$ cat config.mk
export PLATFORM = sky130hd
export DESIGN_NAME = gcd_operand_feeder
export DESIGN_NICKNAME = d
export VERILOG_FILES = /design/src/rtl/gcd_operand_feeder_pkg.sv /design/src/rtl/gcd_pair_fifo.sv /design/src/rtl/gcd_operand_feeder.sv
export SDC_FILE = /design/constraint.sdc
export NUM_CORES = 1
export LEC_CHECK = 0
export CAP_MARGIN = 5
export CORE_ASPECT_RATIO = 1.5
export CORE_UTILIZATION = 60
export CTS_BUF_LIST = sky130_fd_sc_hd__clkbuf_8
export CTS_CLUSTER_SIZE = 8
export DETAILED_ROUTE_END_ITERATION = 7
export PLACE_DENSITY_LB_ADDON = 0.15
export SYNTH_ARGS = -nofsm -noshare
export SYNTH_HDL_FRONTEND = slang
export SYNTH_SLANG_ARGS = --single-unit
$ cat constraint.sdc
create_clock -name Clk -period 3.2 [get_ports Clk]
set_clock_uncertainty 0.1 [all_clocks]
set_input_delay 0.64 -clock Clk [delete_from_list [all_inputs] [get_ports Clk]]
set_output_delay 0.64 -clock Clk [all_outputs]
set_load 0.02 [all_outputs]
$ cat src/rtl/gcd_operand_feeder_pkg.sv
// Shared definitions for the GCD operand feeder: FSM state encoding and
// default sizing, so RTL and benches decode states the same way.
package gcd_operand_feeder_pkg;

   localparam int DEFAULT_NUM_OF_BITS = 5;
   localparam int DEFAULT_DEPTH       = 4;

   typedef enum logic [1:0] {
      IDLE  = 2'd0,
      ISSUE = 2'd1,
      BUSY  = 2'd2,
      ACK   = 2'd3
   } feeder_state_t;

endpackage

$ cat src/rtl/gcd_pair_fifo.sv
// Synchronous FIFO holding packed {A,B} operand pairs. DEPTH must be a
// power of two (>= 2) so the pointers wrap by plain overflow.
module gcd_pair_fifo #(
   parameter int W     = 10,
   parameter int DEPTH = 4
) (
   input  logic         clk,
   input  logic         rst,
   input  logic         push,
   input  logic         pop,
   input  logic [W-1:0] wr_data,
   output logic [W-1:0] rd_data,
   output logic         full,
   output logic         empty
);

   localparam int          AW         = $clog2(DEPTH);
   localparam logic [AW:0] FULL_COUNT = (AW+1)'(DEPTH);

   logic [W-1:0]  mem [DEPTH];
   logic [AW-1:0] wr_ptr;
   logic [AW-1:0] rd_ptr;
   logic [AW:0]   count;
   logic          do_push;
   logic          do_pop;

   // Full/empty come from the registered count, so a push while full is
   // refused even if a pop happens in the same cycle.
   assign full    = (count == FULL_COUNT);
   assign empty   = (count == '0);
   assign do_push = push && !full;
   assign do_pop  = pop && !empty;
   assign rd_data = mem[rd_ptr];

   // Pointer and occupancy bookkeeping.
   always_ff @(posedge clk or posedge rst) begin
      // NOTE: state registers use non-blocking assignments so every flop
      // samples pre-edge values regardless of statement order.
      if (rst) begin
         wr_ptr <= '0;
         rd_ptr <= '0;
         count  <= '0;
      end else begin
         if (do_push) wr_ptr <= wr_ptr + 1'b1;
         if (do_pop)  rd_ptr <= rd_ptr + 1'b1;
         case ({do_push, do_pop})
            2'b10:   count <= count + 1'b1;
            2'b01:   count <= count - 1'b1;
            default: count <= count;
         endcase
      end
   end

   // Storage array write port.
   always_ff @(posedge clk) begin
      // NOTE: the data array is deliberately not reset; the pointers and
      // count define which entries are meaningful, and leaving it out keeps
      // it mappable to plain RAM.
      if (do_push) mem[wr_ptr] <= wr_data;
   end

endmodule

$ cat src/rtl/gcd_operand_feeder.sv
// Feeds buffered operand pairs to the GCD unit one at a time, acknowledges
// each result and holds it in an output register until the consumer takes it.
module gcd_operand_feeder
   import gcd_operand_feeder_pkg::*;
#(
   parameter int numOfBits = DEFAULT_NUM_OF_BITS,
   parameter int DEPTH     = DEFAULT_DEPTH
) (
   input  logic                 Clk,
   input  logic                 Rst,
   input  logic                 Wr_en,
   input  logic [numOfBits-1:0] Wr_A,
   input  logic [numOfBits-1:0] Wr_B,
   output logic                 Full,
   output logic                 Overflow,
   output logic [numOfBits-1:0] In_A,
   output logic [numOfBits-1:0] In_B,
   output logic                 In_ready,
   input  logic                 Gcd_done,
   input  logic [numOfBits-1:0] Result,
   output logic                 Result_taken,
   output logic [numOfBits-1:0] Res_out,
   output logic                 Res_valid,
   input  logic                 Res_ack
);

   feeder_state_t              state_q, state_d;
   logic [2*numOfBits-1:0]     fifo_rd_data;
   logic                       fifo_full;
   logic                       fifo_empty;
   logic                       fifo_pop;
   logic                       capture;
   logic [numOfBits-1:0]       in_a_d, in_b_d, res_out_d;
   logic                       in_ready_d, taken_d, res_valid_d, overflow_d;

   gcd_pair_fifo #(
      .W     (2*numOfBits),
      .DEPTH (DEPTH)
   ) u_fifo (
      .clk     (Clk),
      .rst     (Rst),
      .push    (Wr_en),
      .pop     (fifo_pop),
      .wr_data ({Wr_A, Wr_B}),
      .rd_data (fifo_rd_data),
      .full    (fifo_full),
      .empty   (fifo_empty)
   );

   assign Full = fifo_full;

   // Next-state and next-output logic for the issue/wait/acknowledge sequence.
   always_comb begin
      // NOTE: every signal gets a default before the case so no path leaves
      // one unassigned, which would otherwise infer a latch.
      state_d     = state_q;
      in_a_d      = In_A;
      in_b_d      = In_B;
      in_ready_d  = 1'b0;
      taken_d     = Result_taken;
      res_out_d   = Res_out;
      res_valid_d = Res_valid;
      fifo_pop    = 1'b0;
      capture     = 1'b0;
      overflow_d  = Overflow | (Wr_en & fifo_full);

      case (state_q)
         IDLE: begin
            if (!fifo_empty) begin
               fifo_pop   = 1'b1;
               in_a_d     = fifo_rd_data[2*numOfBits-1:numOfBits];
               in_b_d     = fifo_rd_data[numOfBits-1:0];
               in_ready_d = 1'b1;
               state_d    = ISSUE;
            end
         end
         ISSUE: begin
            state_d = BUSY;
         end
         BUSY: begin
            // Only take the result once the output register can hold it.
            if (Gcd_done && (!Res_valid || Res_ack)) begin
               capture     = 1'b1;
               res_out_d   = Result;
               res_valid_d = 1'b1;
               taken_d     = 1'b1;
               state_d     = ACK;
            end
         end
         ACK: begin
            if (!Gcd_done) begin
               taken_d = 1'b0;
               state_d = IDLE;
            end
         end
         default: state_d = IDLE;
      endcase

      // Consumer acceptance empties the register unless a new value lands.
      if (Res_ack && !capture) res_valid_d = 1'b0;
   end

   // Register the FSM state and every externally visible output.
   always_ff @(posedge Clk or posedge Rst) begin
      if (Rst) begin
         state_q      <= IDLE;
         In_A         <= '0;
         In_B         <= '0;
         In_ready     <= 1'b0;
         Result_taken <= 1'b0;
         Res_out      <= '0;
         Res_valid    <= 1'b0;
         Overflow     <= 1'b0;
      end else begin
         state_q      <= state_d;
         In_A         <= in_a_d;
         In_B         <= in_b_d;
         In_ready     <= in_ready_d;
         Result_taken <= taken_d;
         Res_out      <= res_out_d;
         Res_valid    <= res_valid_d;
         Overflow     <= overflow_d;
      end
   end

endmodule

==> results of run 1 <==
## how the worst max path moves through the flow
stage                                     start                     endpoint  slack [ns]  cells after the start
floorplan           u_fifo.count[0]$_DFFE_PP0P_  u_fifo.count[2]$_DFFE_PP0P_        0.98                      9
global placement                          Wr_en  u_fifo.count[2]$_DFFE_PP0P_        0.67                      9
detailed placement                        Wr_en  u_fifo.count[2]$_DFFE_PP0P_        0.54                      9
CTS                      state_q[0]$_DFFE_PP0P_  u_fifo.count[2]$_DFFE_PP0P_        0.61                     11
global route             state_q[0]$_DFFE_PP0P_  u_fifo.count[2]$_DFFE_PP0P_        0.40                     11
finish                   state_q[0]$_DFFE_PP0P_  u_fifo.count[2]$_DFFE_PP0P_        0.65                     11
## flip-flops by register name, summed over array words and instances, names as in the netlist, 2 cells and up
signal	cells
u_fifo.mem	40
In_A	5
In_B	5
Res_out	5
u_fifo.count	3
state_q	2
u_fifo.rd_ptr	2
u_fifo.wr_ptr	2
## cell families (layout without fill, tap and decap cells)
logic type | after synthesis | after routing
flops | 68 | 68
simple gates | 46 | 46
mux | 20 | 20
buf+inv | 15 | 67
fa+ha+maj | 10 | 10
xor+xnor | 6 | 6
compound gates | 4 | 4
## layer usage
layer / global-route usage, % / vias up / routed length, um
met5: 0 / - / 0
met4: 9.31 / 0 / 66
met3: 7.70 / 7 / 214
met2: 38.8 / 37 / 2500
met1: 24.3 / 736 / 1680
li1: - / 692 / -
## layout by cell type, fill, tap and decap left out
cell             instances
clkinv_4                 1
nor3b_2                  1
clkdlybuf4s50_1         39
xnor2_1                  4
mux2_2                   6
fa_1                     1
nand2_1                 32
bufinv_16                1
o31ai_1                  1
or4b_1                   1
a21o_1                   1
inv_1                   12
nand3_2                  1
o2bb2ai_1                1
mux4_2                  10
clkinv_2                 2
mux2i_1                  3
xor2_1                   2
buf_4                    2
nand2b_1                 1
nor2_1                   2
dfrtp_1                 28
and3_1                   1
nand3b_1                 1
mux2_1                   1
clkinv_1                 1
ha_1                     9
clkbuf_8                 9
edfxtp_1                40
and2_1                   4
nand3_1                  1
o211ai_1                 1
nor2b_1                  1
## report_power, final
part           switching (W)  internal, W
logic               0.000593     0.000606
clock network       0.000299     0.000350
registers           0.000203      0.00123
total                0.00110      0.00218
## final cells by class
type,count,area [sq um],share of cell area [%]
flip-flops and latches,68,1900,56.7
multi-input cells,86,767,22.9
repair buffers,41,405,12.1
clock buffers,9,124,3.69
clock inverters,7,60.1,1.79
well taps,46,57.6,1.72
inverters,10,37.5,1.12
## metrics by stage
stage | worst slack (ns) | hold WS [ns] | power [W] | cells
CTS | 0.608 | 0.360 | 0.00332 | 267
global placement | 0.669 | 0.336 | 0.00258 | 251
finish | 0.649 | 0.363 | 0.00328 | 267
detailed placement | 0.542 | 0.343 | 0.00267 | 251
floorplan | 0.985 | 0.370 | 0.00221 | 169
global route | 0.400 | 0.397 | 0.00349 | 267
==> impl_metrics.tcl, run 1 <==
set metrics [dict create \
    cp_top_family "adder cells" \
    drv_cap 0 \
    grt_pass1_wl_um 7510 \
    grt_pass1_vias 1561 \
    die_area_sq_um 4830 \
    globalplace.congestion 0.735 \
    firstDrtPassIters 6 \
    cts-root-buf "clkbuf_8" \
    path_max_fanout 13 \
    syn_inst 169 \
    leakagePower_nw 1.36 \
    crit_path_start_kind "flip-flop" \
    period_share_pct 79.7 \
    drive_gt1_share_pct 14.9 \
    cp_common_cell "inv_1" \
    area_growth_pct 22.7 \
    rsz0062_at_grt "false" \
    fin_util_pct 78.3 \
    antenna_found_initial 0 \
    cts_buffers 9 \
    async_flop_share_pct 41.2 \
    die_w_um 57.1 \
    timing.fmax_mhz 392 \
    wirelength_um 4460 \
    r2r-start "state_q[0]$_DFFE_PP0P_" \
    design_area_sq_um 3350 \
    gr-total-overflow 0 \
    whs_endpoint "Overflow$_DFF_PP0_" \
    synthMuxAreaShare_pct 12.2 \
    slowest_delay_ns 0.39 \
    clk_latency_ns 0.34 \
    synthSimpleGateAreaFrac_pct 7.92 \
    num_antenna_cells 0 \
    route.vias.total 1472 \
    hold_depth 1 \
    die_h_um 84.7 \
    path_class "reg2reg" \
    max-vdd-ir-drop_mv 0.607 \
    holdCritPathClass "reg2reg" \
    critPathBufInv 4 \
    fillers 265 \
    rrSetupSlack_ns 0.65 \
    post-cts-setup-buffers 0 \
    cts_resized 0 \
    grt_max_degree 29 \
    cts_tree "yes" \
    nNetsFinal 246 \
    syn_area_sq_um 2730 \
    end_kind "flip-flop" \
    worstRegToRegCells 11 \
    min_from "Overflow$_DFF_PP0_" \
    crit_arrival_ns 2.72 \
    clock_sinks 68 \
    status "finished with violations" \
    hold_viol 0 \
    post_dp_cell_area_sq_um 3170 \
    failed_checks "design-rule violations" \
    initial_core_util_pct 63.8 \
    ant_nets 0 \
    worst_slew_pin_slew_ns 0.697 \
    synth_top_family_by_area "multiplexers" \
    powerDensity_nw_per_um2 978 \
    synth_area_per_cell_sq_um 16.2 \
    hpwl_um 3210 \
    yosysWarnings 0 \
    synth-main-ff-cell "edfxtp_1" \
    synth_cell_types 29 \
    synth_edf_count 40 \
    synth_area_leaders "edfxtp_1 44%, dfrtp_1 26%, mux4_2 8.2%" \
    r2r-end "u_fifo.count[2]$_DFFE_PP0P_" \
    synth_compound_gate_area_share_pct 1.14 \
    via_per_inst 5.51 \
    synth_nets 199 \
    yosysSeqAreaShare_pct 69.6 \
    crit_path_top_delay_cell "dfrtp_1" \
    synth_fa_ha_area_share_pct 4.85 \
    cp_cell_sequence "inv_1 > ha_1 > o31ai_1 > buf_4 > inv_1 > ha_1 > inv_1 > fa_1 > xor2_1 > nor2_1 > xor2_1" \
    yosysMostFrequentCell "edfxtp_1" \
    fin_tns_setup_ns 0 \
    synth_top_area_cell "edfxtp_1" \
    synth-xor-area-share_pct 1.92 \
    core_sq_um 4280 \
    holdBufCountCts 0 \
    drv_slew 0 \
    grt_usage_pct 22.3 \
    clk_pin_slew_ns 0.07 \
    route.detailed.drc 14 \
    finalSetupViolCount 0 \
    crit_required_ns 3.37 \
    ys_ff_latch 68 \
    detail_route.wl_per_cell_um 16.7 \
    period_needed_ns 2.55 \
    rows 29 \
    synth_top_area_share_pct 44.0 \
    clock_path_buffers 2 \
    max-slew-margin-rel_pct 53.6 \
    ys_top_cells_by_count "40 x edfxtp_1, 32 x nand2_1, 28 x dfrtp_1" \
    htreeDepth 3 \
    first_iter_violations 60 \
    io_buffers 39 \
    io_pins 40 \
]
No activity file was read; power rests on OpenSTA's default activity.
==> run 2: changes to the inputs <==
- CORE_UTILIZATION: 60 -> 56
- clock period: 3.2 -> 2.6 ns (I/O delays scaled with it)
==> run 2 against run 1 <==
The run now ends clean. Via count grew 0.48%. Worst setup slack lost 0.33 ns. Register-to-register slack lost 0.20 ns. Non-clock buffer count grew 2. Critical path depth shrank 9. Combinational power grew 23%. Clock power grew 38%. Sequential share of layout area shrank 1.1 points. Global-route usage shrank 1.9 points. Power grew 26%. Utilization shrank 4.3 points. Final area grew 2.0%. Largest power group unchanged.
==> impl_metrics.tcl, run 2 (synthesized netlist as in run 1, its figures left out) <==
set metrics [dict create \
    holdBufCountCts 0 \
    first_iter_violations 44 \
    crit_path_start_kind "flip-flop" \
    grt_max_degree 29 \
    holdCritPathClass "reg2reg" \
    crit_required_ns 1.98 \
    area_growth_pct 25.1 \
    rows 30 \
    max-slew-margin-rel_pct 54.9 \
    max-vdd-ir-drop_mv 0.558 \
    layout_commonest_cell "edfxtp_1" \
    globalplace.congestion 0.753 \
    ant_nets 0 \
    path_class "reg2out" \
    path_max_fanout 5 \
    cts_resized 0 \
    cts_buffers 9 \
    wirelength_um 4460 \
    core_sq_um 4620 \
    drv_cap 0 \
    antenna_found_initial 0 \
    via_per_inst 5.15 \
    total_power_w 0.00414 \
    gr-total-overflow 0 \
    p_switching_w 0.00132 \
    detail_route.wl_per_cell_um 15.5 \
    route.detailed.drc 0 \
    crit_arrival_ns 1.66 \
    clk_latency_ns 0.33 \
    p_int_w 0.00282 \
    grt_pass1_vias 1587 \
    p_sw_share_pct 31.8 \
    grt_pass1_wl_um 7360 \
    clockPowerShare_pct 21.7 \
    firstDrtPassIters 4 \
    clk_pin_slew_ns 0.06 \
    final_cell_mix "40 x edfxtp_1, 39 x clkdlybuf4s50_1, 32 x nand2_1" \
    finalSetupViolCount 0 \
    io_buffers 39 \
    rsz0062_at_grt "false" \
    io_pins 40 \
    hold_viol 0 \
    p_comb_share_pct 35.7 \
    p_seq_share_pct 42.6 \
    post_dp_cell_area_sq_um 3210 \
    clock_path_buffers 2 \
    nNetsFinal 248 \
    htreeDepth 3 \
    period_needed_ns 2.28 \
    post-cts-setup-buffers 0 \
    worst_slew_pin_slew_ns 0.676 \
    design_area_sq_um 3420 \
    status "complete, no violations" \
    drive_gt1_share_pct 15.2 \
    end_kind "output pin" \
    powerDensity_nw_per_um2 1210 \
    die_w_um 59.0 \
    fin_tns_setup_ns 0 \
    die_h_um 87.6 \
    die_area_sq_um 5170 \
    clock_sinks 68 \
    timing.fmax_mhz 438 \
    initial_core_util_pct 59.2 \
    grt_usage_pct 20.4 \
    cts-root-buf "clkbuf_8" \
    hpwl_um 3390 \
    period_share_pct 87.7 \
    drv_slew 0 \
    num_antenna_cells 0 \
    route.vias.total 1479 \
    leakagePower_nw 1.39 \
    largest_reg_flops 40 \
    cts_tree "yes" \
    regMostFlops "u_fifo.mem" \
]
-- run 2: cell types whose count changed in the layout (fill, tap and decap cells not counted) --
cell | previous run | this run
inv_1 | 12 | 13
clkinv_4 | 1 | 0
buf_4 | 2 | 4
clkinv_2 | 2 | 0
bufinv_16 | 1 | 2
clkbuf_8 | 9 | 10
-- run 2: routing by layer --
layer  up-vias  part of all wire [%]  track usage [%]
met5         -                     0                0
met4         0                   2.5             10.2
met3        11                   5.2             6.20
met2        45                    55             34.9
met1       728                    37             22.7
li1        695                     -                -
-- run 2: layout make-up --
cell class / count / area, sq um
clock buffers: 10 / 138
well taps: 64 / 80.1
multi-input cells: 86 / 767
fillers: 316 / 1200
repair buffers: 43 / 420
inverters: 10 / 37.5
clock inverters: 6 / 75.1
flip-flops and latches: 68 / 1900
-- run 2: path summary, 6_finish.rpt --
| kind | endpoint | cells after the start | slack [ns] | startpoint |
|---|---|---|---|---|
| setup / recovery | Full | 2 | 0.32 | u_fifo.count[0]$_DFFE_PP0P_ |
| hold / removal | In_A[0]$_DFFE_PP0P_ | 2 | 0.37 | In_A[0]$_DFFE_PP0P_ |
| setup reg to reg | u_fifo.count[2]$_DFFE_PP0P_ | 10 | 0.45 | state_q[0]$_DFFE_PP0P_ |
| hold reg to reg | In_A[0]$_DFFE_PP0P_ | 2 | 0.37 | In_A[0]$_DFFE_PP0P_ |
| max in group asynchronous | In_A[4]$_DFFE_PP0P_ | 3 | 1.68 | Rst |
| min in group asynchronous | Res_out[4]$_DFFE_PP0P_ | 3 | 0.46 | Rst |
-- run 2: worst max-delay path: stages, from the launching register on --
cell and delay, ns:
dfrtp_1 0.44, nor3b_2 0.25, clkdlybuf4s50_1 0.64
-- run 2: power by group through the flow --
stage	sequential [W]	clock (W)	combinational (W)
3_3_place_gp	0.00176	0	0.00143
5_1_grt	0.00181	0.000958	0.00163
2_1_floorplan	0.00185	0	0.000874
4_1_cts	0.00178	0.000919	0.00150
6_report	0.00177	0.000898	0.00148
3_5_place_dp	0.00179	0	0.00149
-- run 2: through the flow --
step / setup WS [ns] / cells / utilization [%] / hold WS (ns)
global route: 0.266 / 287 / 74.1 / 0.395
detailed placement: 0.252 / 271 / 69.5 / 0.363
global placement: 0.314 / 271 / 69.5 / 0.338
floorplan: 0.385 / 169 / - / 0.370
finish: 0.319 / 287 / 74.1 / 0.372
CTS: 0.303 / 287 / 74.1 / 0.379
==> run 3: changes to the inputs <==
- ABC_CLOCK_PERIOD_IN_PS: not set -> 2600
- CAP_MARGIN: 5 -> 40
==> results of run 3 <==
The final DEF is identical to that of run 2; final timing and power are the same.
